==> src/rtl/display_scan_ctrl_if.sv <==
// Scan-controller bus: enable/mask (and optional dim) in, mux select, anodes and frame pulse out.
// Optional SCAN_DIM_EN adds the 2-bit dim control.
interface display_scan_ctrl_if;
    logic       enable;
    logic [3:0] digit_mask;
`ifdef SCAN_DIM_EN
    logic [1:0] dim;
`endif
    logic [1:0] sel;
    logic [3:0] digit_an;
    logic       frame_tick;

`ifdef SCAN_DIM_EN
    modport master (output enable, digit_mask, dim, input sel, digit_an, frame_tick);
    modport slave  (input enable, digit_mask, dim, output sel, digit_an, frame_tick);
`else
    modport master (output enable, digit_mask, input sel, digit_an, frame_tick);
    modport slave  (input enable, digit_mask, output sel, digit_an, frame_tick);
`endif
endinterface

==> src/rtl/display_scan_ctrl.sv <==
// 4-digit seven-segment scan scheduler: rotates enabled digits with blanking gaps and a frame pulse.
// Optional SCAN_DIM_EN: per-slot anode on-time shortened by the 2-bit dim input.
module display_scan_ctrl #(
    parameter int unsigned CLK_DIV      = 50000,
    parameter int unsigned BLANK_CYCLES = 500
) (
    input  logic                 clk,
    input  logic                 reset,
    display_scan_ctrl_if.slave   scan
);
    localparam int unsigned BLANK_EFF = (BLANK_CYCLES > 0) ? BLANK_CYCLES : 1;
    localparam int unsigned MAX_LEN   = (CLK_DIV > BLANK_EFF) ? CLK_DIV : BLANK_EFF;
    localparam int unsigned CNT_W     = $clog2(MAX_LEN) + 1;
    localparam int unsigned PROD_W    = CNT_W + 2;
    localparam logic [CNT_W-1:0] BLANK_LAST = CNT_W'(BLANK_EFF - 1);
    localparam logic [CNT_W-1:0] SHOW_LAST  = CNT_W'(CLK_DIV - 1);

    typedef enum logic [1:0] {IDLE, BLANK, SHOW} state_t;

    state_t           state_q, state_d;
    logic [CNT_W-1:0] cnt_q, cnt_d;
    logic [1:0]       sel_q, sel_d;
    logic [3:0]       an_q, an_d;
    logic             tick_q, tick_d;
    logic [CNT_W-1:0] on_time;
    logic [CNT_W-1:0] on_new;
    logic [3:0]       an_lit;
    logic [1:0]       nxt;

    // First set mask bit strictly after cur, circularly, with cur itself checked last.
    function automatic logic [1:0] next_digit(input logic [1:0] cur, input logic [3:0] m);
        logic [1:0] r;
        logic [1:0] idx;
        logic       found;
        r     = cur;
        found = 1'b0;
        for (int k = 1; k <= 4; k++) begin
            idx = cur + 2'(k);
            if (!found && m[idx]) begin
                r     = idx;
                found = 1'b1;
            end
        end
        return r;
    endfunction

`ifdef SCAN_DIM_EN
    logic [CNT_W-1:0] on_time_q, on_time_d;
    logic [PROD_W-1:0] on_prod;

    always_comb begin
        on_prod = PROD_W'(CLK_DIV) * PROD_W'(3'd4 - {1'b0, scan.dim});
        on_new  = CNT_W'(on_prod >> 2);
    end
    assign on_time = on_time_q;
`else
    assign on_new  = CNT_W'(CLK_DIV);
    assign on_time = CNT_W'(CLK_DIV);
`endif

    // Next-state and next-output logic.
    always_comb begin
        state_d = state_q;
        cnt_d   = cnt_q;
        sel_d   = sel_q;
        an_d    = 4'b1111;
        tick_d  = 1'b0;
        an_lit  = ~(4'b0001 << sel_q);
        nxt     = next_digit(sel_q, scan.digit_mask);
`ifdef SCAN_DIM_EN
        on_time_d = on_time_q;
`endif
        if (!scan.enable) begin
            state_d = IDLE;
            cnt_d   = '0;
        end else begin
            case (state_q)
                IDLE: begin
                    if (scan.digit_mask != 4'b0000) begin
                        state_d = BLANK;
                        sel_d   = next_digit(2'd3, scan.digit_mask);
                        cnt_d   = '0;
                    end
                end
                BLANK: begin
                    if (scan.digit_mask == 4'b0000) begin
                        state_d = IDLE;
                        cnt_d   = '0;
                    end else if (cnt_q == BLANK_LAST) begin
                        state_d = SHOW;
                        cnt_d   = '0;
`ifdef SCAN_DIM_EN
                        on_time_d = on_new;
`endif
                        an_d    = (on_new != '0) ? an_lit : 4'b1111;
                    end else begin
                        cnt_d = cnt_q + CNT_W'(1);
                    end
                end
                SHOW: begin
                    if (cnt_q == SHOW_LAST) begin
                        cnt_d = '0;
                        if (scan.digit_mask == 4'b0000) begin
                            state_d = IDLE;
                        end else begin
                            state_d = BLANK;
                            sel_d   = nxt;
                            tick_d  = (nxt <= sel_q);
                        end
                    end else begin
                        cnt_d = cnt_q + CNT_W'(1);
                        an_d  = ((cnt_q + CNT_W'(1)) < on_time) ? an_lit : 4'b1111;
                    end
                end
                default: begin
                    state_d = IDLE;
                    cnt_d   = '0;
                end
            endcase
        end
    end

    // State and output registers; reset overrides everything.
    always_ff @(posedge clk) begin
        if (reset) begin
            state_q <= IDLE;
            cnt_q   <= '0;
            sel_q   <= 2'b00;
            an_q    <= 4'b1111;
            tick_q  <= 1'b0;
`ifdef SCAN_DIM_EN
            on_time_q <= CNT_W'(CLK_DIV);
`endif
        end else begin
            state_q <= state_d;
            cnt_q   <= cnt_d;
            sel_q   <= sel_d;
            an_q    <= an_d;
            tick_q  <= tick_d;
`ifdef SCAN_DIM_EN
            on_time_q <= on_time_d;
`endif
        end
    end

    assign scan.sel        = sel_q;
    assign scan.digit_an   = an_q;
    assign scan.frame_tick = tick_q;
endmodule

==> src/flat_wrapper.sv <==
// flat-port wrapper written by rule: the top's interface ports become plain ports
module display_scan_ctrl_flat 
#(
    parameter int unsigned CLK_DIV      = 50000,
    parameter int unsigned BLANK_CYCLES = 500
)
  (clk, reset, scan_enable, scan_digit_mask, scan_sel, scan_digit_an, scan_frame_tick);
  display_scan_ctrl_if scan_i ();
  input  logic clk;
  input  logic reset;
  input wire logic [$bits(scan_i.enable)-1:0] scan_enable;
  input wire logic [$bits(scan_i.digit_mask)-1:0] scan_digit_mask;
  output wire logic [$bits(scan_i.sel)-1:0] scan_sel;
  output wire logic [$bits(scan_i.digit_an)-1:0] scan_digit_an;
  output wire logic [$bits(scan_i.frame_tick)-1:0] scan_frame_tick;
  assign scan_i.enable = scan_enable;
  assign scan_i.digit_mask = scan_digit_mask;
  assign scan_sel = scan_i.sel;
  assign scan_digit_an = scan_i.digit_an;
  assign scan_frame_tick = scan_i.frame_tick;
  display_scan_ctrl #(.CLK_DIV(CLK_DIV), .BLANK_CYCLES(BLANK_CYCLES)) u_core (.clk(clk), .reset(reset), .scan(scan_i));
endmodule
==> config.mk <==
export PLATFORM = sky130hd
export DESIGN_NAME = display_scan_ctrl_flat
export DESIGN_NICKNAME = d
export VERILOG_FILES = /design/src/rtl/display_scan_ctrl_if.sv /design/src/rtl/display_scan_ctrl.sv /design/src/flat_wrapper.sv
export SDC_FILE = /design/constraint.sdc
export NUM_CORES = 1
export LEC_CHECK = 0
export ABC_AREA = 0
export BUFFER_PORTS_ARGS = -buffer_cell sky130_fd_sc_hd__buf_2
export CORE_MARGIN = 3
export CORE_UTILIZATION = 45
export DETAILED_ROUTE_END_ITERATION = 16
export GPL_TIMING_DRIVEN = 0
export PLACE_DENSITY = 0.63
export SETUP_SLACK_MARGIN = 0.2
export SKIP_LAST_GASP = 1
export SLEW_MARGIN = 0
export SYNTH_ARGS = -nofsm -noshare
export SYNTH_HDL_FRONTEND = slang
export SYNTH_SLANG_ARGS = --single-unit
==> constraint.sdc <==
create_clock -name clk -period 4.2 [get_ports clk]
set_input_delay 0.42 -clock clk [delete_from_list [all_inputs] [get_ports clk]]
set_output_delay 0.42 -clock clk [all_outputs]
set_load 0.1 [all_outputs]
[After elaboration in Yosys (flattened, before gate mapping)]
Index checks and enable logic that the tools add are counted.
Widths: inputs -> output; s select.
Word-level totals
  register bits: 26
  bits of input ports: 7
  output and inout port bits: 7
  word-level logic and storage cells: 99
Operators by class
  add/sub/neg operators: 4
  magnitude comparators: 6
  equal/unequal tests: 8
  shift-type cells: 1
  mux-type cells: 51
  bitwise gates (word level): 4
  reduce and logical (&&, ||, !) cells: 20
Operators by type and width (count)
  $mux 17: 4
  $pmux 17 s3: 1
  $mux 2: 15
  $mux 1: 20
  $add 17x1->17 const B: 1
  $eq 17x16->1 const B: 1
  $eq 17x9->1 const B: 1
  $lt 17x16->1 const B: 1
  $mux 4: 4
  $lt 2x3->1 const B: 4
  $bmux 1 s2: 4
  $pmux 4 s2: 1
  $logic_and 1x1->1: 6
  $logic_not 1->1: 6
  $pmux 2 s3: 1
  $reduce_and 5->1: 1
  $reduce_or 5->1: 1
  $add 2x2->2 const B: 2
  $logic_not 4->1: 1
  $ne 2x1->1 const B: 2
  $not 4->4: 1
  $pmux 2 s2: 1
  $reduce_bool 4->1: 1
  $shl 1x2->4 const A: 1
  11 further kinds: 13

[Depth between registers and ports, before layout]
Gate-level depths: netlist of run 1.
  depth after elaboration: 21
  mapped depth: 12

[Worst setup path before layout of run 1]
OpenSTA, ideal clock, no wires.
  path kind: register to register
  from: register u_core.sel_q[0] (netlist: u_core.scan.sel[0])
  to: register u_core.tick_q (netlist: u_core.scan.frame_tick)
  library setup time: 0.078 ns
  arrival: 2.925 ns
  required time: 4.122 ns
  slack: 1.198 ns
  cell stages (with the launch flop): 12
  path buffers: 1
  clock period less this slack: 3.002 ns
  cell sequence: dfxtp_1 inv_1 ha_1 clkbuf_1 a21oi_1 nor3_1 o21ai_0 nand3_1 ha_1 a21oi_1 a21oi_1 nor3_1
Between the ends
  word-level cells in the longest chain between the ends: 14
RTL lines
  start: declaration: RTL line display_scan_ctrl.sv:22  | logic [1:0] sel_q, sel_d;
  start signal: assignment: RTL line display_scan_ctrl.sv:137  | sel_q <= sel_d;
  $add 2x1->2: RTL line display_scan_ctrl.sv:38  | idx = cur + 2'(k);
  $bmux 1 s2: RTL line display_scan_ctrl.sv:39  | if (!found && m[idx]) begin
  $mux 1 (implied by the code): RTL line display_scan_ctrl.sv:39
  $mux 1: RTL line display_scan_ctrl.sv:39
  $logic_not 1->1: RTL line display_scan_ctrl.sv:39
  $logic_and 1x1->1: RTL line display_scan_ctrl.sv:39
  $mux 1: RTL line display_scan_ctrl.sv:39
  $logic_not 1->1: RTL line display_scan_ctrl.sv:39
  $logic_and 1x1->1: RTL line display_scan_ctrl.sv:39
  $mux 1: RTL line display_scan_ctrl.sv:39
  $logic_not 1->1: RTL line display_scan_ctrl.sv:39
  $logic_and 1x1->1: RTL line display_scan_ctrl.sv:39
  $mux 2: RTL line display_scan_ctrl.sv:39
  $le 2x2->1 (*): RTL line display_scan_ctrl.sv:108  | tick_d = (nxt <= sel_q);
  end signal: assignment: RTL line display_scan_ctrl.sv:139  | tick_q <= tick_d;
  end: declaration: RTL line display_scan_ctrl.sv:24  | logic tick_q, tick_d;
Every way passes the cells marked *; elsewhere a longest branch is shown, timed or not. The select of a mux whose other input is x is not followed.
A chain may end at the register's enable or synchronous reset.

[Final worst setup path of run 1]
  from: register u_core.cnt_q[0]
  to: register u_core.an_q[3] (netlist: u_core.scan.digit_an[3])
Between the ends
  word-level cells in the longest chain between the ends: 5
RTL lines
  start: declaration: RTL line display_scan_ctrl.sv:21  | logic [CNT_W-1:0] cnt_q, cnt_d;
  start signal: assignment: RTL line display_scan_ctrl.sv:136  | cnt_q <= cnt_d;
  $add 17x1->17: RTL line display_scan_ctrl.sv:112  | an_d = ((cnt_q + CNT_W'(1)) < on_time) ? an_lit : 4'b1111;
  $lt 17x16->1: RTL line display_scan_ctrl.sv:112
  $mux 4: RTL line display_scan_ctrl.sv:112
  $mux 4: RTL line display_scan_ctrl.sv:101  | if (cnt_q == SHOW_LAST) begin
  $pmux 4 s2 (*): RTL line display_scan_ctrl.sv:77  | case (state_q)
  end signal: assignment: RTL line display_scan_ctrl.sv:138  | an_q <= an_d;
  end: declaration: RTL line display_scan_ctrl.sv:23  | logic [3:0] an_q, an_d;
Every way passes the cells marked *; elsewhere a longest branch is shown, timed or not.

==> impl_metrics.csv, run 1 <==
group,metric,value,unit
placement,dp_slack,1.703,ns
clocking,cts-resized-gates,0,
route,drt_first_pass_iters,5,
clocking,h-tree-depth,1,
critical_path,worstReg2RegEnd,"u_core.scan.digit_an[3]$_SDFF_PP1_",
yosys,synthTopCellsByCount,"dfxtp_1, o21ai_1, nand2_1",
clocking,cts_tree,"done",
run,max-cap-violations,0,
critical_path,r2r_cells,9,
yosys,synthDistinctLibCells,54,
die,dieArea,0.005018,mm2
route,initialDrtViolationCount,98,
yosys,synthCells,244,
die,die_height,70.84,um
final_layout,area_growth_syn_to_layout,8.003,%
yosys,synthArstFlopShare,0,%
route,drc,0,
power,internal_power,342.5,uW
sta,period_share,60.13,%
grt,antenna_found_initial,0,
sta,slew_viol_final,0,
final_layout,n_antenna_cell,0,
die,fp-row-count,22,
critical_path,regToRegSetupSlack,1.67,ns
yosys,postSynthAreaPerCell,7.753,um2
power,p_per_area,234.9,mW/mm2
sta,slew_headroom,65.48,%
placement,placed_area,0.002002,mm2
route,post_drt_wl_per_cell,14.13,um
sta,finalWorstSetupSlack,1.674,ns
worst_hold_path,hold_end,"u_core.scan.sel[1]$_SDFFE_PP0P_",
clocking,clk_latency,0.27,ns
worst_hold_path,whs_path_depth,2,
yosys,synth_area_leader_cell,"dfxtp_1",
yosys,yosys_warnings,0,
critical_path,crit_required,4.34,ns
critical_path,cp-end-kind,"flop",
yosys,syn_area,0.001892,mm2
sta,finalHoldViolCount,0,
critical_path,worstPathArrival,2.67,ns
final_layout,fin_area,0.002043,mm2
critical_path,path_class,"reg2reg",
placement,hpwl,3183,um
yosys,synth_flop_cell,"dfxtp_1",
clocking,cts_max_path_buffers,2,
power,pwr-share-seq,52.9,%
sta,fmax,396.0,MHz
yosys,synth_top_area_share,27.51,%
clocking,clock_tree.root_cell,"clkbuf_8",
power,pwr-share-comb,17.1,%
route,num_vias,1766,
clocking,clock-sinks,26,
critical_path,crit_fanout,9,
final_layout,layout-drive-gt1-share,13.62,%
clocking,post_cts_buffers,0,
worst_hold_path,hold_start,"reset",
critical_path,worst_setup_path_start_kind,"flop",
clocking,cts_hold_buf,0,
grt,grt_pass1_wl,7314,um
placement,dp_cells,302,
yosys,ys_seq_area_share,27.51,%
placement,portBuffers,10,
grt,grtUsageTotal,17.46,%
sta,finalCriticalPeriod,2.526,ns
route,postRouteAntennaNets,0,
die,io_pins,14,
yosys,syn_nets,262,
worst_hold_path,holdCritPathClass,"in2reg",
power,swShare,28.66,%
grt,overflow,0,
route,viasPerCell,5.790,
clocking,cts_buffers,3,
sta,skew,0.004324,ns
final_layout,layout.cells.non_filler,305,
placement,place.gp.congestion,0.8481,
power,ir_drop,0.1204,mV
power,p_leak,0.0007745,uW
yosys,synth_most_common_cell,"dfxtp_1",
yosys,ys_ff_latch,26,
yosys,synth_area_leaders,"dfxtp_1, ha_1, o21ai_1, nand2_1, nor2_1",
die,initial_core_util,49.09,%
final_layout,nets,277,
route,routed_wl,4311,um
clocking,clk_pin_slew,0.09,ns
sta,tightest_slew,0.5163,ns
die,die_x,70.84,um
sta,finalSetupViolations,0,
power,p_switching,137.6,uW
power,pwr-share-clk,29.9,%
grt,grt_start_max_net_pins,14,
sta,setup_tns,0,ns
yosys,synth-edff-count,0,
die,core_region_area,0.003854,mm2
critical_path,r2r-start,"u_core.cnt_q[0]$_SDFFE_PP0N_",
sta,rsz0062_at_grt,"false",
status,status,"complete, no violations",
grt,grt_pass1_vias,1602,
power,power,480.0,uW
==> placed cells by master (no fill, tap or decap), types with 4 or more instances in the layout <==
cell / netlist / layout
a21oi_1: 11 / 11
dfxtp_1: 26 / 26
nand3_1: 10 / 10
and2_1: 4 / 4
a31oi_1: 5 / 5
nor3_1: 4 / 4
inv_1: 9 / 9
o21ai_1: 24 / 24
mux2i_1: 4 / 4
nand2_1: 23 / 23
nor2b_1: 5 / 5
clkbuf_1: 4 / 4
o21bai_1: 4 / 4
o21ai_0: 8 / 8
ha_1: 11 / 11
nor2_1: 20 / 20
and3_1: 7 / 7
nand2b_1: 4 / 4
buf_2: 6 / 16
o31ai_1: 4 / 4
==> critical path: stages (launching register included) <==
cell      delay [ns]
dfxtp_1         0.38
ha_1            0.28
and3_1          0.19
buf_2           0.16
and3_1          0.19
o21ai_1         0.11
a311oi_1        0.13
o41ai_1         0.51
a31oi_1         0.22
nand4b_1        0.23
==> kinds of logic (layout without fill, tap and decap cells) <==
| logic type | Yosys count | count (layout) | synth area share [%] |
|---|---|---|---|
| compound gates | 72 | 72 | 23.81 |
| flops | 26 | 26 | 27.51 |
| buf+inv | 21 | 34 | 5.357 |
| mux | 6 | 6 | 3.307 |
| simple gates | 103 | 103 | 30.42 |
| fa+ha+maj | 11 | 11 | 7.275 |
| xor+xnor | 5 | 5 | 2.315 |
==> power by group through the flow <==
stage	Sequential, uW	Combinational [uW]	Clock (uW)
floorplan	273	52.9	0
global placement	260	81.9	0
detailed placement	260	82.4	0
CTS	254	82.6	146
global route	255	92.6	154
finish	254	82.3	144
==> worst max-delay path by stage <==
stage | cells past startpoint | slack, ns | start | endpoint
floorplan | 11 | 1.20 | u_core.scan.sel[0]$_SDFFE_PP0P_ | u_core.scan.frame_tick$_SDFF_PP0_
global placement | 9 | 1.68 | u_core.cnt_q[0]$_SDFFE_PP0N_ | u_core.scan.digit_an[3]$_SDFF_PP1_
detailed placement | 9 | 1.70 | u_core.cnt_q[0]$_SDFFE_PP0N_ | u_core.scan.digit_an[3]$_SDFF_PP1_
CTS | 9 | 1.68 | u_core.cnt_q[0]$_SDFFE_PP0N_ | u_core.scan.digit_an[3]$_SDFF_PP1_
global route | 11 | 1.40 | u_core.scan.sel[0]$_SDFFE_PP0P_ | u_core.scan.frame_tick$_SDFF_PP0_
finish | 9 | 1.67 | u_core.cnt_q[0]$_SDFFE_PP0N_ | u_core.scan.digit_an[3]$_SDFF_PP1_
==> cell type report <==
type                       count  area (um2)
tap                           48       60.06
clock buffer                   3       41.29
multi-input combinational    197        1270
sequential                    26       520.5
fill                         384        1810
buffer                        12       67.56
timing repair buffer          10       50.05
inverter                       9       33.78
==> layer usage <==
| metal | global-route usage (%) | share of wire [%] | vias up |
|---|---|---|---|
| met4 | 5.846 | 0.72 | 0 |
| met2 | 27.19 | 46 | 27 |
| met1 | 24.83 | 51 | 820 |
| li1 | - | - | 915 |
| met5 | 0 | 0 | - |
| met3 | 2.273 | 2.9 | 4 |
==> per-stage QoR <==
| stage | utilization (%) | hold slack, ns |
|---|---|---|
| floorplan | - | 0.4611 |
| global placement | 51.95 | 0.4917 |
| detailed placement | 51.95 | 0.4834 |
| CTS | 53.02 | 0.3429 |
| global route | 53.02 | 0.3509 |
| finish | 53.02 | 0.3394 |
==> flip-flops by register name, indices dropped and copies added, names as in the netlist <==
register and count:
u_core.state_q 2, u_core.cnt_q 17, u_core.scan.sel 2, u_core.scan.frame_tick 1, u_core.scan.digit_an 4
Power figures use the tool's default switching activity.
==> inputs of run 2 (changes only) <==
--- a/config.mk
+++ b/config.mk
@@ -11,7 +11,7 @@
 export CORE_UTILIZATION = 45
 export DETAILED_ROUTE_END_ITERATION = 16
 export GPL_TIMING_DRIVEN = 0
-export PLACE_DENSITY = 0.63
+export PLACE_DENSITY = 0.65
 export SETUP_SLACK_MARGIN = 0.2
 export SKIP_LAST_GASP = 1
 export SLEW_MARGIN = 0
==> constraint.sdc (replaced) <==
create_clock -name clk -period 2.05 [get_ports clk]
set_input_delay 0.205 -clock clk [delete_from_list [all_inputs] [get_ports clk]]
set_output_delay 0.205 -clock clk [all_outputs]
set_load 0.1 [all_outputs]
==> impl_metrics.csv, run 2 (synthesized netlist as in run 1, its figures left out) <==
group,metric,value,unit
status,status,"finished, violations left",
status,violations,"setup timing",
final_layout,area_growth_syn_to_layout,32.01,%
sta,skew,0.004589,ns
route,num_vias,1908,
sta,setup_tns,-0.004839,ns
final_layout,layout-drive-gt1-share,36.43,%
sta,slew_viol_final,0,
final_layout,fin_area,0.002497,mm2
clocking,cts_hold_buf,0,
power,p_per_area,421.9,mW/mm2
sta,rsz0062_at_grt,"true",
final_layout,mostFrequentLayoutCells,"o21ai_1, nand2_1, buf_4",
sta,period_share,100.2,%
final_layout,fillCellCount,345,
route,postRouteAntennaNets,0,
die,die_height,70.84,um
critical_path,worstPathArrival,2.22,ns
sta,finalSetupViolations,1,
critical_path,crit_fanout,4,
placement,placed_area,0.002081,mm2
clocking,clock_tree.root_cell,"clkbuf_8",
die,die_x,70.84,um
critical_path,worst_setup_path_start_kind,"flop",
placement,hpwl,3234,um
run,max-cap-violations,0,
final_layout,n_antenna_cell,0,
clocking,clk_latency,0.28,ns
die,initial_core_util,49.09,%
power,power,1054,uW
route,drc,0,
sta,finalHoldViolCount,0,
placement,portBuffers,10,
route,drt_first_pass_iters,4,
power,ir_drop,0.2952,mV
clocking,clock-sinks,26,
grt,overflow,0,
final_layout,nets,299,
clocking,cts_buffers,3,
critical_path,crit_required,2.21,ns
clocking,h-tree-depth,1,
sta,finalCriticalPeriod,2.055,ns
final_layout,final_common_cell,"o21ai_1",
die,dieArea,0.005018,mm2
grt,grt_pass1_vias,1801,
worst_hold_path,holdCritPathClass,"in2reg",
grt,grtUsageTotal,19.23,%
power,p_leak,0.0009534,uW
sta,fmax,486.7,MHz
route,initialDrtViolationCount,123,
sta,tightest_slew,0.4861,ns
clocking,cts_tree,"done",
sta,finalWorstSetupSlack,-0.004839,ns
critical_path,cp-end-kind,"flop",
die,io_pins,14,
route,post_drt_wl_per_cell,14.67,um
grt,grt_start_max_net_pins,15,
route,viasPerCell,5.817,
die,fp-row-count,22,
clocking,clk_pin_slew,0.09,ns
critical_path,path_class,"reg2reg",
grt,antenna_found_initial,0,
final_layout,largest_reg_flops,17,
grt,grt_pass1_wl,8135,um
route,routed_wl,4812,um
placement,place.gp.congestion,0.7942,
die,core_region_area,0.003854,mm2
clocking,cts_max_path_buffers,2,
final_layout,top_register,"u_core.cnt_q",
sta,slew_headroom,67.53,%
-- run 2: changes by cell type in the layout (fill, tap and decap cells not counted), sizes merged --
cell,change
buf,+23
-- run 2: worst paths after layout --
check	startpoint	to	slack (ns)	depth (start not counted)
setup / recovery	u_core.cnt_q[11]$_SDFFE_PP0N_	u_core.cnt_q[15]$_SDFFE_PP0N_	-0.005	8
hold / removal	reset	u_core.scan.sel[1]$_SDFFE_PP0P_	0.11	2
setup reg to reg	u_core.cnt_q[11]$_SDFFE_PP0N_	u_core.cnt_q[15]$_SDFFE_PP0N_	-0.005	8
hold reg to reg	u_core.cnt_q[8]$_SDFFE_PP0N_	u_core.cnt_q[8]$_SDFFE_PP0N_	0.49	1
-- run 2: final cells by class --
cell class | count | area [um2] | area share [%]
inverter | 9 | 38.79 | 1.553
timing repair buffer | 32 | 235.2 | 9.419
tap | 48 | 60.06 | 2.405
multi-input combinational | 197 | 1473 | 58.97
buffer | 12 | 93.84 | 3.758
clock buffer | 4 | 45.04 | 1.804
sequential | 26 | 551.8 | 22.09
-- run 2: routing by layer --
metal / share of wire (%) / up-vias / global-route usage (%)
li1: - / 962 / -
met1: 48 / 905 / 26.60
met2: 49 / 41 / 31.72
met3: 2.9 / 0 / 2.557
met4: 0 / 0 / 4.593
met5: 0 / - / 0
-- run 2: timing repair --
action / 4_1_cts / 5_1_grt
pin swaps: 11 / 15
endpoints found under the setup margin: 25 / 26
setup buffers: 16 / 6
gates resized for setup: 19 / 32
-- run 2: where the power goes --
part           leakage (uW)  internal (uW)  switching (uW)
combinational      0.000712           95.2             138
sequential         0.000218            505            6.88
clock             0.0000228            140             169
total              0.000953            740             314
-- run 2: metrics by stage --
step                hold WS [ns]  setup slack, ns  utilization (%)  instances
finish                    0.1070        -0.004839            64.81        328
global route              0.1180         -0.07932            64.81        328
CTS                       0.1083         -0.03570            60.97        322
detailed placement        0.4054          -0.1187            53.99        302
global placement          0.3976          -0.1248            53.99        302
floorplan                 0.2677         -0.07620                -        244
-- run 2: critical path: stages, from the launching register on --
cell and delay (ns):
dfxtp_4 0.36, or4_4 0.54, nor2_4 0.21, a31oi_4 0.16, o21ai_4 0.23, buf_4 0.14, nor2b_1 0.03, o21ai_0 0.17
o31ai_1 0.10
==> inputs of run 3 (changes only) <==
--- a/config.mk
+++ b/config.mk
@@ -11,7 +11,7 @@
 export CORE_UTILIZATION = 45
 export DETAILED_ROUTE_END_ITERATION = 16
 export GPL_TIMING_DRIVEN = 0
-export PLACE_DENSITY = 0.65
+export PLACE_DENSITY = 0.63
 export SETUP_SLACK_MARGIN = 0.2
 export SKIP_LAST_GASP = 1
 export SLEW_MARGIN = 0
==> constraint.sdc (replaced) <==
create_clock -name clk -period 2.64 [get_ports clk]
set_input_delay 0.264 -clock clk [delete_from_list [all_inputs] [get_ports clk]]
set_output_delay 0.264 -clock clk [all_outputs]
set_load 0.1 [all_outputs]
==> impl_metrics.csv, run 3 (synthesized netlist as in run 1, its figures left out) <==
group,metric,value,unit
status,status,"complete, no violations",
die,initial_core_util,49.09,%
critical_path,crit_required,2.83,ns
final_layout,mostFrequentLayoutCells,"o21ai_1, nand2_1, dfxtp_1",
critical_path,crit_fanout,10,
route,num_vias,1765,
sta,fmax,421.5,MHz
placement,hpwl,3225,um
placement,dp_slack,0.2548,ns
route,drc,0,
final_layout,largest_reg_flops,17,
final_layout,n_antenna_cell,0,
die,io_pins,14,
clocking,post_cts_buffers,0,
route,postRouteAntennaNets,0,
critical_path,crit_chain,"inv_1 -> ha_1 -> clkbuf_1 -> o21ai_0 -> o32a_1 -> o21ai_1 -> ha_1 -> inv_1 -> a21oi_1 -> a21oi_1 -> nor3_1",
clocking,clk_pin_slew,0.10,ns
sta,period_share,89.87,%
grt,grtUsageTotal,17.78,%
sta,setup_tns,0,ns
die,fp-row-count,22,
final_layout,nets,277,
grt,grt_start_max_net_pins,15,
route,drt_first_pass_iters,4,
sta,finalWorstSetupSlack,0.2675,ns
final_layout,layout-drive-gt1-share,15.50,%
critical_path,worstPathArrival,2.57,ns
route,viasPerCell,5.768,
route,post_drt_wl_per_cell,14.23,um
sta,finalSetupViolations,0,
route,routed_wl,4354,um
power,p_per_area,376.5,mW/mm2
grt,overflow,0,
sta,rsz0062_at_grt,"true",
sta,slew_headroom,67.91,%
power,ir_drop,0.1943,mV
grt,grt_pass1_vias,1618,
sta,slew_viol_final,0,
placement,portBuffers,10,
grt,grt_pass1_wl,7452,um
clocking,cts_buffers,3,
clocking,cts_max_path_buffers,2,
critical_path,cp-end-kind,"flop",
sta,tightest_slew,0.4847,ns
sta,skew,0.003525,ns
critical_path,slowest_stage,"dfxtp_4",
clocking,cts_hold_buf,0,
sta,finalHoldViolCount,0,
placement,place.gp.congestion,0.8231,
die,die_height,70.84,um
final_layout,top_register,"u_core.cnt_q",
worst_hold_path,holdCritPathClass,"in2reg",
clocking,cts-resized-gates,0,
clocking,cts_tree,"done",
sta,finalCriticalPeriod,2.372,ns
clocking,clk_latency,0.27,ns
route,initialDrtViolationCount,138,
clocking,clock-sinks,26,
run,max-cap-violations,0,
clocking,clock_tree.root_cell,"clkbuf_8",
critical_path,cpPeakStageDelay,0.42,ns
die,dieArea,0.005018,mm2
final_layout,final_common_cell,"o21ai_1",
final_layout,area_growth_syn_to_layout,8.863,%
grt,antenna_found_initial,0,
die,core_region_area,0.003854,mm2
power,p_leak,0.0007755,uW
critical_path,worst_setup_path_start_kind,"flop",
clocking,h-tree-depth,1,
die,die_x,70.84,um
critical_path,path_class,"reg2reg",
run 3: cell types whose count changed in the layout (fill, tap and decap cells not counted), sizes merged:
cell	change
buf	-23
clkinv	+1
run 3: cell type report:
cell class	count	area (um2)
fill	396	1794
multi-input combinational	197	1272
buffer	12	67.56
sequential	26	530.5
timing repair buffer	10	50.05
clock inverter	1	3.754
tap	48	60.06
clock buffer	3	41.29
inverter	9	33.78
run 3: path summary, 6_finish.rpt:
path / from / endpoint / slack, ns / cells past startpoint
setup reg to reg: u_core.scan.sel[0]$_SDFFE_PP0P_ / u_core.scan.frame_tick$_SDFF_PP0_ / 0.27 / 11
setup / recovery: u_core.scan.sel[0]$_SDFFE_PP0P_ / u_core.scan.frame_tick$_SDFF_PP0_ / 0.27 / 11
hold / removal: reset / u_core.scan.sel[1]$_SDFFE_PP0P_ / 0.17 / 2
hold reg to reg: u_core.state_q[0]$_SDFFE_PP0P_ / u_core.state_q[0]$_SDFFE_PP0P_ / 0.51 / 2
run 3: critical path: cells and delay by family, from the launching register on:
family | cells | cell delay, ns
adder cells (fa/ha/maj) | 2 | 0.47
AND/OR/NAND/NOR | 1 | 0.19
buffers and inverters | 3 | 0.42
AO/OA/AOI/OAI | 5 | 0.77
flip-flops | 1 | 0.42
run 3: routing by layer:
metal	GRT usage, %	routed length, um	share of wire (%)	up-vias
li1	-	-	-	917
met1	24.66	2171	50	808
met2	29.15	1985	46	36
met3	2.557	162	3.7	4
met4	4.175	34	0.78	0
met5	0	0	0	-
run 3: where the power goes:
| group | internal [uW] | switching [uW] |
|---|---|---|
| registers | 396 | 7.45 |
| clock network | 104 | 133 |
| logic | 46.8 | 87.8 |
run 3: metrics by stage:
stage | power (uW) | instance area, um2 | utilization [%] | hold slack, ns | instances
3_5_place_dp | 547.2 | 2009 | 52.14 | 0.4657 | 302
6_report | 775.5 | 2059 | 53.44 | 0.1716 | 306
3_3_place_gp | 544.0 | 2009 | 52.14 | 0.4573 | 302
5_1_grt | 810.4 | 2059 | 53.44 | 0.1891 | 306
2_1_floorplan | 518.4 | 1899 | - | 0.3267 | 244
4_1_cts | 782.1 | 2054 | 53.31 | 0.1720 | 306
